$ cat config.mk
export PLATFORM = sky130hd
export DESIGN_NAME = window_address_gen
export DESIGN_NICKNAME = d
export VERILOG_FILES = /design/src/rtl/window_address_gen.sv
export SDC_FILE = /design/constraint.sdc
export NUM_CORES = 1
export LEC_CHECK = 0
export BUFFER_PORTS_ARGS = -buffer_cell sky130_fd_sc_hd__buf_2
export CAP_MARGIN = 20
export CORE_MARGIN = 1.5
export CORE_UTILIZATION = 62
export CTS_CLUSTER_DIAMETER = 40
export DETAILED_ROUTE_END_ITERATION = 12
export PLACE_DENSITY = 0.79
export SYNTH_ARGS = -nofsm -noshare
export SYNTH_HDL_FRONTEND = slang
export SYNTH_SLANG_ARGS = --single-unit
$ cat constraint.sdc
create_clock -name clk -period 6.5 [get_ports clk]
set_clock_uncertainty 0.1 [all_clocks]
set_input_delay 0.325 -clock clk [delete_from_list [all_inputs] [get_ports clk]]
set_output_delay 0.325 -clock clk [all_outputs]
set_load 0.005 [all_outputs]
$ cat src/rtl/window_address_gen.sv
// KxK sliding-window tap address generator, one tap per valid/ready beat.
// Optional macro WINDOW_PAD_EN enables same-size zero padding.

module window_address_gen #(
    parameter int IMG_WIDTH  = 80,
    parameter int IMG_HEIGHT = 60,
    parameter int KERNEL     = 3,
    parameter int STRIDE     = 1,
    parameter int ADDR_W     = 13,
    parameter int BASE_ADDR  = 0
) (
    input  logic              clk,
    input  logic              reset_n,
    input  logic              start,
    input  logic              abort,
    output logic              out_valid,
    input  logic              out_ready,
    output logic [ADDR_W-1:0] out_addr,
    output logic [5:0]        out_tap,
    output logic              out_last_win,
    output logic              out_last_frame,
    output logic              out_pad,
    output logic              busy,
    output logic              done
);

`ifdef WINDOW_PAD_EN
    localparam int PAD = (KERNEL - 1) / 2;
`else
    localparam int PAD = 0;
`endif
    localparam int MAXD = ((IMG_WIDTH > IMG_HEIGHT) ? IMG_WIDTH : IMG_HEIGHT) + KERNEL;
    localparam int CW   = $clog2(MAXD + 1) + 2;

`ifdef WINDOW_PAD_EN
    typedef logic signed [CW-1:0] cnt_t;
`else
    typedef logic [CW-1:0] cnt_t;
`endif

    // Last origin actually reached by the stride walk, not just the bound
    localparam int R0_LAST_I = ((IMG_HEIGHT - KERNEL + 2 * PAD) / STRIDE) * STRIDE - PAD;
    localparam int C0_LAST_I = ((IMG_WIDTH - KERNEL + 2 * PAD) / STRIDE) * STRIDE - PAD;

    localparam cnt_t ORG_FIRST = cnt_t'(-PAD);
    localparam cnt_t R0_LAST   = cnt_t'(R0_LAST_I);
    localparam cnt_t C0_LAST   = cnt_t'(C0_LAST_I);
    localparam cnt_t K_LAST    = cnt_t'(KERNEL - 1);
    localparam cnt_t STEP      = cnt_t'(STRIDE);
    localparam cnt_t ONE       = cnt_t'(1);

    // Row offsets are kept modulo 2^ADDR_W; negative padded rows wrap harmlessly
    localparam logic [ADDR_W-1:0] BASE      = ADDR_W'(BASE_ADDR);
    localparam logic [ADDR_W-1:0] ROW_A     = ADDR_W'(IMG_WIDTH);
    localparam logic [ADDR_W-1:0] SROW_A    = ADDR_W'(STRIDE * IMG_WIDTH);
    localparam logic [ADDR_W-1:0] OROW_INIT = ADDR_W'(-PAD * IMG_WIDTH);

    typedef enum logic {
        IDLE,
        RUN
    } state_t;

    state_t state_q, state_d;

    cnt_t r0_q, r0_d, c0_q, c0_d, kr_q, kr_d, kc_q, kc_d;
    cnt_t n_r0, n_c0, n_kr, n_kc;
    cnt_t col_d;

    logic [ADDR_W-1:0] orow_q, orow_d, trow_q, trow_d;
    logic [ADDR_W-1:0] n_orow, n_trow;
    logic [5:0]        tap_q, tap_d, n_tap;

    logic              out_valid_q, valid_d;
    logic [ADDR_W-1:0] out_addr_q, addr_d;
    logic              out_last_win_q, last_win_d;
    logic              out_last_frame_q, last_frame_d;
    logic              done_q, done_d;
    logic              fire;
    logic              pad_d;

`ifdef WINDOW_PAD_EN
    localparam cnt_t ZERO  = '0;
    localparam cnt_t H_LIM = cnt_t'(IMG_HEIGHT);
    localparam cnt_t W_LIM = cnt_t'(IMG_WIDTH);

    cnt_t row_d;
    logic out_pad_q;
`endif

    assign fire = out_valid_q & out_ready;

    // Successor of the current tap: kc fastest, then kr, then c0, then r0
    always_comb begin
        n_r0   = r0_q;
        n_c0   = c0_q;
        n_kr   = kr_q;
        n_kc   = kc_q;
        n_orow = orow_q;
        n_trow = trow_q;
        n_tap  = tap_q + 6'd1;
        if (kc_q != K_LAST) begin
            n_kc = kc_q + ONE;
        end else begin
            n_kc = '0;
            if (kr_q != K_LAST) begin
                n_kr   = kr_q + ONE;
                n_trow = trow_q + ROW_A;
            end else begin
                n_kr  = '0;
                n_tap = '0;
                if (c0_q != C0_LAST) begin
                    n_c0   = c0_q + STEP;
                    n_trow = orow_q;
                end else begin
                    n_c0   = ORG_FIRST;
                    n_r0   = r0_q + STEP;
                    n_orow = orow_q + SROW_A;
                    n_trow = orow_q + SROW_A;
                end
            end
        end
    end

    // Control: frame start, advance on accept, finish or abort
    always_comb begin
        state_d = state_q;
        r0_d    = r0_q;
        c0_d    = c0_q;
        kr_d    = kr_q;
        kc_d    = kc_q;
        orow_d  = orow_q;
        trow_d  = trow_q;
        tap_d   = tap_q;
        valid_d = out_valid_q;
        done_d  = 1'b0;
        unique case (state_q)
            IDLE: begin
                if (start && !abort) begin
                    state_d = RUN;
                    valid_d = 1'b1;
                    r0_d    = ORG_FIRST;
                    c0_d    = ORG_FIRST;
                    kr_d    = '0;
                    kc_d    = '0;
                    orow_d  = OROW_INIT;
                    trow_d  = OROW_INIT;
                    tap_d   = '0;
                end
            end
            RUN: begin
                if (abort || (fire && out_last_frame_q)) begin
                    state_d = IDLE;
                    valid_d = 1'b0;
                    done_d  = !abort;
                    r0_d    = '0;
                    c0_d    = '0;
                    kr_d    = '0;
                    kc_d    = '0;
                    orow_d  = '0;
                    trow_d  = '0;
                    tap_d   = '0;
                end else if (fire) begin
                    r0_d   = n_r0;
                    c0_d   = n_c0;
                    kr_d   = n_kr;
                    kc_d   = n_kc;
                    orow_d = n_orow;
                    trow_d = n_trow;
                    tap_d  = n_tap;
                end
            end
            default: ;
        endcase
    end

    // Output beat derived from the next counter state
    always_comb begin
        col_d = c0_d + kc_d;
`ifdef WINDOW_PAD_EN
        row_d = r0_d + kr_d;
        pad_d = valid_d & ((row_d < ZERO) | (row_d >= H_LIM) |
                           (col_d < ZERO) | (col_d >= W_LIM));
`else
        pad_d = 1'b0;
`endif
        addr_d       = '0;
        last_win_d   = 1'b0;
        last_frame_d = 1'b0;
        if (valid_d) begin
            addr_d       = pad_d ? BASE : BASE + trow_d + ADDR_W'(col_d);
            last_win_d   = (kr_d == K_LAST) && (kc_d == K_LAST);
            last_frame_d = last_win_d && (r0_d == R0_LAST) && (c0_d == C0_LAST);
        end
    end

    // State, counters and registered outputs
    always_ff @(posedge clk or negedge reset_n) begin
        if (!reset_n) begin
            state_q          <= IDLE;
            r0_q             <= '0;
            c0_q             <= '0;
            kr_q             <= '0;
            kc_q             <= '0;
            orow_q           <= '0;
            trow_q           <= '0;
            tap_q            <= '0;
            out_valid_q      <= 1'b0;
            out_addr_q       <= '0;
            out_last_win_q   <= 1'b0;
            out_last_frame_q <= 1'b0;
            done_q           <= 1'b0;
        end else begin
            state_q          <= state_d;
            r0_q             <= r0_d;
            c0_q             <= c0_d;
            kr_q             <= kr_d;
            kc_q             <= kc_d;
            orow_q           <= orow_d;
            trow_q           <= trow_d;
            tap_q            <= tap_d;
            out_valid_q      <= valid_d;
            out_addr_q       <= addr_d;
            out_last_win_q   <= last_win_d;
            out_last_frame_q <= last_frame_d;
            done_q           <= done_d;
        end
    end

`ifdef WINDOW_PAD_EN
    // Padding flag register
    always_ff @(posedge clk or negedge reset_n) begin
        if (!reset_n) begin
            out_pad_q <= 1'b0;
        end else begin
            out_pad_q <= pad_d;
        end
    end

    assign out_pad = out_pad_q;
`else
    assign out_pad = pad_d;
`endif

    assign out_valid      = out_valid_q;
    assign out_addr       = out_addr_q;
    assign out_tap        = tap_q;
    assign out_last_win   = out_last_win_q;
    assign out_last_frame = out_last_frame_q;
    assign busy           = (state_q == RUN);
    assign done           = done_q;

endmodule
==> results.cfg, run 1 <==
[floorplan]
die_x_um = 95.0
start_util_pct = 63.9
die_h_um = 95.0
fp-row-count = 33
ios = 30
dieArea_mm2 = 0.00903
core_mm2 = 0.00822

[worst_setup_path]
crit_chain = inv_1 > ha_1 > nor4b_4 > nand2_1 > o31ai_2 > a21oi_1 > o21ai_0 > o21ai_0 > ha_1 > a21oi_1 > o21bai_1 > a21oi_1 > o21bai_1 > a21oi_1 > xnor2_1 > ha_1 > or3_1 > a311o_1 > a31oi_1 > nor4_1 > xnor2_1 > nor2_1
crit_required_ns = 6.64
crit_fanout = 14
cp_top_family = compound AO/OA/AOI/OAI gates
cp.arrival_ns = 5.78
crit_path_start_kind = flip-flop
reg2reg_from = kr_q[0]$_DFF_PN0_
crit_path_frequent_cell = a21oi_1
crit_path_end_kind = flip-flop
reg2reg_slack_ns = 0.86
reg2reg_depth = 22
slowest_delay_ns = 0.88
critPathKind = reg -> reg
r2r_end = out_addr[12]$_DFF_PN0_
critPathBufInv = 1
crit_slowest_cell = o31ai_2

[clocking]
cts_root_buffer = clkbuf_8
path_clk_slew_ns = 0.08
clkSinkCount = 82
clk_latency_ns = 0.36
cts_tree = done
cts_buffers = 9
cts_setup_buffers = 0
h-tree-depth = 3
clk_path_buf_depth = 2

[synth]
synth_top_area_share_pct = 39.1
yosysSeqAreaShare_pct = 39.1
synth_area_leader_cell = dfrtp_1
synth-async-reset-ratio_pct = 100
netlist_area_mm2 = 0.00525
synth_cells = 587
synth_seq_cells = 82
yosysWarnings = 0
synth_compound_area_share_pct = 19.5
synth_top_family_by_area = simple AND/OR/NAND/NOR gates
yosysUniqueCellTypes = 67
yosys-top-cells-area = dfrtp_1 39%, ha_1 6.9%, o21ai_0 5.6%
synth_fa_ha_area_share_pct = 7.67
synthSimpleGateAreaFrac_pct = 25.4
synthFlopType = dfrtp_1
synth_area_per_cell_um2 = 8.95
synth_mux_area_share_pct = 0.191
synth_xor_area_share_pct = 4.50
syn_nets = 623
synth_edf_count = 0

[detailed_routing]
wl_per_cell_um = 18.7
drc = 0
dr.pass1.iters = 6
vias = 4779
wl_um = 13600
via_per_inst = 6.56
drt_iter0_drc = 556
ant_nets = 0

[placement]
io_buffers = 28
place_ws_ns = 1.02
gp_congestion = 0.943
dpl.hpwl_um = 9920

[global_routing]
grtUsageMet2_pct = 49.0
grt_use_met3_pct = 6.62
grt.busiest_layer = met2
grt-ovfl-total = 0
met1_usage_pct = 46.2
grt_util_all_layers_pct = 32.1
grt_pass1_vias = 4257
grt_max_degree = 83
grt_pass1_wl_um = 21900
antenna_found_initial = 0

[status]
status = completed

[finish]
layout_commonest_cell = dfrtp_1
diodes = 0
mostFrequentLayoutCells = 82 x dfrtp_1, 59 x o21ai_0, 56 x nand2_1, 44 x nor2_1, 33 x a21oi_1
layout.nets = 655
drive_gt1_share_pct = 11.5
syn2layout_area_growth_pct = 10.1

[timing]
fin_crit_sh_pct = 86.8
slew_headroom_pct = 40.2
timing.final.crit_period_ns = 5.64
hold_viol = 0
maxSlewViolCount = 0
max_freq_ghz = 0.177
fin_setup_tns_ns = 0
tightest_slew_ns = 0.892
rsz0062_at_grt = no
setup_viol = 0
fin_ws_ns = 0.859

[power]
ir_drop_mv = 0.150
p_leak_nw = 2.68
power_density_mw_per_mm2 = 193

[hold_path]
hold_class = in -> reg
min_path_cells = 3
min_to = busy$_DFF_PN0_
min-delay-start = abort

[flow_run]
maxCapViolations = 0
-- how the worst max path moves through the flow --
stage,from,to,slack [ns],cells after the start
detailed placement,kr_q[0]$_DFF_PN0_,out_addr[12]$_DFF_PN0_,1.02,22
floorplan,kc_q[0]$_DFF_PN0_,out_addr[12]$_DFF_PN0_,1.72,22
finish,kr_q[0]$_DFF_PN0_,out_addr[12]$_DFF_PN0_,0.86,22
global route,kr_q[0]$_DFF_PN0_,out_addr[10]$_DFF_PN0_,0.38,22
CTS,kr_q[0]$_DFF_PN0_,out_addr[12]$_DFF_PN0_,0.99,22
global placement,kc_q[0]$_DFF_PN0_,out_addr[12]$_DFF_PN0_,1.25,22
-- kinds of logic after synthesis --
group / Yosys count
and+or+nand+nor: 234
muxes: 1
adders and majority gates: 31
buffers and inverters: 47
other: 1
DFF: 82
xor gates and xnor gates: 27
AOI/OAI and AO/OA: 164
-- what timing repair did --
item	4_1_cts	5_1_grt
endpoints found under the hold margin	0	34
gates resized for setup	0	0
hold buffers	0	1
-- power breakdown --
group / switching (W) / internal (W)
registers: 0.0000166 / 0.000519
logic: 0.000119 / 0.0000506
clock network: 0.000193 / 0.000218
total: 0.000329 / 0.000787
-- sequential cells by signal, summed over array words and instances (netlist names), 6 cells and up --
name,cells
out_addr,13
trow_q,13
c0_q,9
kc_q,9
kr_q,9
orow_q,9
r0_q,9
out_tap,6
-- per-layer routing --
layer	wire length, um	vias up
met5	0	-
met4	321	0
met3	1090	42
met2	6200	234
met1	6020	2294
li1	-	2209
-- per-stage QoR --
stage,std cells,utilization [%],total power (W),hold slack (ns),instance area [um^2]
2_1_floorplan,587,-,0.000637,-0.0706,5250
3_3_place_gp,708,67.0,0.000703,0.372,5510
3_5_place_dp,709,67.1,0.000709,0.374,5510
4_1_cts,725,69.7,0.00112,0.0788,5730
5_1_grt,729,70.4,0.00116,0.209,5780
6_report,729,70.4,0.00112,0.198,5780
-- worst reg2reg max path: stages (launching register included) --
cell,delay [ns]
dfrtp_1,0.46
inv_1,0.09
ha_1,0.16
nor4b_4,0.34
nand2_1,0.39
o31ai_2,0.88
a21oi_1,0.07
o21ai_0,0.17
o21ai_0,0.18
ha_1,0.39
a21oi_1,0.24
o21bai_1,0.10
a21oi_1,0.23
o21bai_1,0.09
a21oi_1,0.17
xnor2_1,0.09
ha_1,0.22
or3_1,0.31
a311o_1,0.31
a31oi_1,0.25
nor4_1,0.09
xnor2_1,0.13
nor2_1,0.06
-- synthesized netlist by cell type (all sizes together), types with 4 or more instances --
cell	number
o21a	5
dfrtp	82
xnor2	19
nor3	16
a21oi	33
o21ai	59
xor2	8
o211ai	4
ha	29
buf	4
nor4	15
or3	4
nor2	44
a21o	12
inv	26
and2	9
nor2b	7
nand3	30
o22ai	5
o41ai	4
clkbuf	17
o31ai	10
or4b	4
a31oi	9
nand2	56
nand4	8
nand2b	10
and3	11
-- area by class of cell --
class,count,area (um^2)
fill,634,2440
sequential,82,2050
clock buffer,10,128
timing repair buffer,42,265
inverter,26,97.6
multi-input combinational,458,3020
tap,105,131
clock inverter,6,91.3
No activity file was read; power rests on OpenSTA's default activity.
==> inputs of run 2 (changes only) <==
Settings changed: GPL_TIMING_DRIVEN from default to 0, REMOVE_ABC_BUFFERS from default to 1.
==> results.cfg, run 2 (same netlist as run 1, synthesis figures left out) <==
[status]
status = completed

[clocking]
clk_path_buf_depth = 2
cts_buffers = 9
cts_root_buffer = clkbuf_8
cts_tree = done
clk_latency_ns = 0.36
path_clk_slew_ns = 0.09
cts_setup_buffers = 0
h-tree-depth = 3
clkSinkCount = 82

[worst_setup_path]
crit_fanout = 20
slowest_delay_ns = 0.73
crit_chain = inv_1 > ha_1 > nor4b_4 > and2_1 > nand2_1 > o31a_1 > inv_1 > ha_1 > a21o_1 > a21oi_1 > o21bai_1 > a21oi_1 > o21bai_1 > a21oi_1 > xnor2_1 > ha_1 > or3_1 > a311o_1 > a31oi_1 > nor2_1 > xnor2_1 > nor2_1
crit_path_start_kind = flip-flop
critPathKind = reg -> reg
crit_path_end_kind = flip-flop
cp.arrival_ns = 6.14
cp_top_family = compound AO/OA/AOI/OAI gates
crit_slowest_cell = and2_1
crit_required_ns = 6.62
critPathBufInv = 2

[floorplan]
die_h_um = 95.0
start_util_pct = 63.9
core_mm2 = 0.00822
die_x_um = 95.0
ios = 30
fp-row-count = 33
dieArea_mm2 = 0.00903

[placement]
io_buffers = 28
dpl.hpwl_um = 9470
gp_congestion = 0.972

[timing]
timing.final.crit_period_ns = 6.02
slew_headroom_pct = 40.3
tightest_slew_ns = 0.895
fin_crit_sh_pct = 92.6
max_freq_ghz = 0.166
fin_setup_tns_ns = 0
maxSlewViolCount = 0
setup_viol = 0
rsz0062_at_grt = no
hold_viol = 0

[finish]
drive_gt1_share_pct = 10.7
layout_commonest_cell = dfrtp_1
layout.nets = 647
syn2layout_area_growth_pct = 8.98
mostFrequentLayoutCells = 82 x dfrtp_1, 59 x o21ai_0, 56 x nand2_1, 44 x nor2_1, 31 x a21oi_1
diodes = 0

[flow_run]
maxCapViolations = 0

[detailed_routing]
drt_iter0_drc = 463
vias = 4753
wl_um = 13200
via_per_inst = 6.60
drc = 0
wl_per_cell_um = 18.3
ant_nets = 0
dr.pass1.iters = 5

[power]
power_w = 0.00108
p_leak_nw = 2.63
ir_drop_mv = 0.0867
power_density_mw_per_mm2 = 188

[global_routing]
grt-ovfl-total = 0
grt_util_all_layers_pct = 31.2
antenna_found_initial = 0
grt_max_degree = 46
grt_pass1_wl_um = 21400
grt_pass1_vias = 4462

[hold_path]
hold_class = in -> reg
[run 2: final cells by class]
| class | count | area, um^2 |
|---|---|---|
| Multi-Input combinational cell | 458 | 3030 |
| Fill cell | 651 | 2490 |
| Sequential cell | 82 | 2050 |
| Timing Repair Buffer | 34 | 219 |
| Clock buffer | 10 | 138 |
| Tap cell | 105 | 131 |
| Inverter | 26 | 97.6 |
| Clock inverter | 5 | 55.1 |
[run 2: power by group]
| group | internal [W] | switching, W | total [W] |
|---|---|---|---|
| Clock | 0.000184 | 0.000189 | 0.000374 |
| Sequential | 0.000519 | 0.0000174 | 0.000536 |
| Combinational | 0.0000464 | 0.000120 | 0.000167 |
| Total | 0.000750 | 0.000327 | 0.00108 |
[run 2: metal layers]
layer	global-route usage, %	vias to the layer above	routed length, um
met3	3.91	44	771
met2	51.2	214	6390
met1	40.3	2300	5550
met4	16.4	0	467
li1	-	2195	-
met5	0	-	0
[run 2: what timing repair did]
action / in CTS / in global routing
hold buffers: 1 / 0
setup endpoints to repair: 0 / 1
resized for setup: 0 / 1
endpoints found under the hold margin: 37 / 0
[run 2: path summary, 6_finish.rpt]
check	startpoint	to	slack, ns	depth (start not counted)
max	kr_q[0]$_DFF_PN0_	out_addr[10]$_DFF_PN0_	0.48	22
min	abort	busy$_DFF_PN0_	0.19	3
max reg2reg	kr_q[0]$_DFF_PN0_	out_addr[10]$_DFF_PN0_	0.48	22
min reg2reg	trow_q[3]$_DFF_PN0_	trow_q[3]$_DFF_PN0_	0.39	1
max in group asynchronous	reset_n	done$_DFF_PN0_	5.33	3
min in group asynchronous	reset_n	r0_q[6]$_DFF_PN0_	0.37	2
[run 2: worst reg2reg max path, delay by kind of cell, from the launching register on]
family / cells / cell delay [ns]
compound gates: 9 / 2.13
xor+xnor: 2 / 0.29
fa+ha+maj: 3 / 0.63
buf+inv: 2 / 0.21
flops: 1 / 0.45
simple gates: 6 / 2.07
[run 2: stage by stage]
| step | instance area, um^2 | hold WS (ns) | utilization (%) | worst slack (ns) | instances |
|---|---|---|---|---|---|
| finish | 5720 | 0.190 | 69.7 | 0.480 | 720 |
| global route | 5720 | 0.208 | 69.7 | 0.0851 | 720 |
| CTS | 5710 | 0.180 | 69.5 | 0.512 | 719 |
| detailed placement | 5510 | 0.236 | 67.0 | 0.549 | 703 |
| global placement | 5440 | 0.374 | 66.2 | 0.345 | 699 |
| floorplan | 5160 | -0.0706 | - | 1.59 | 566 |
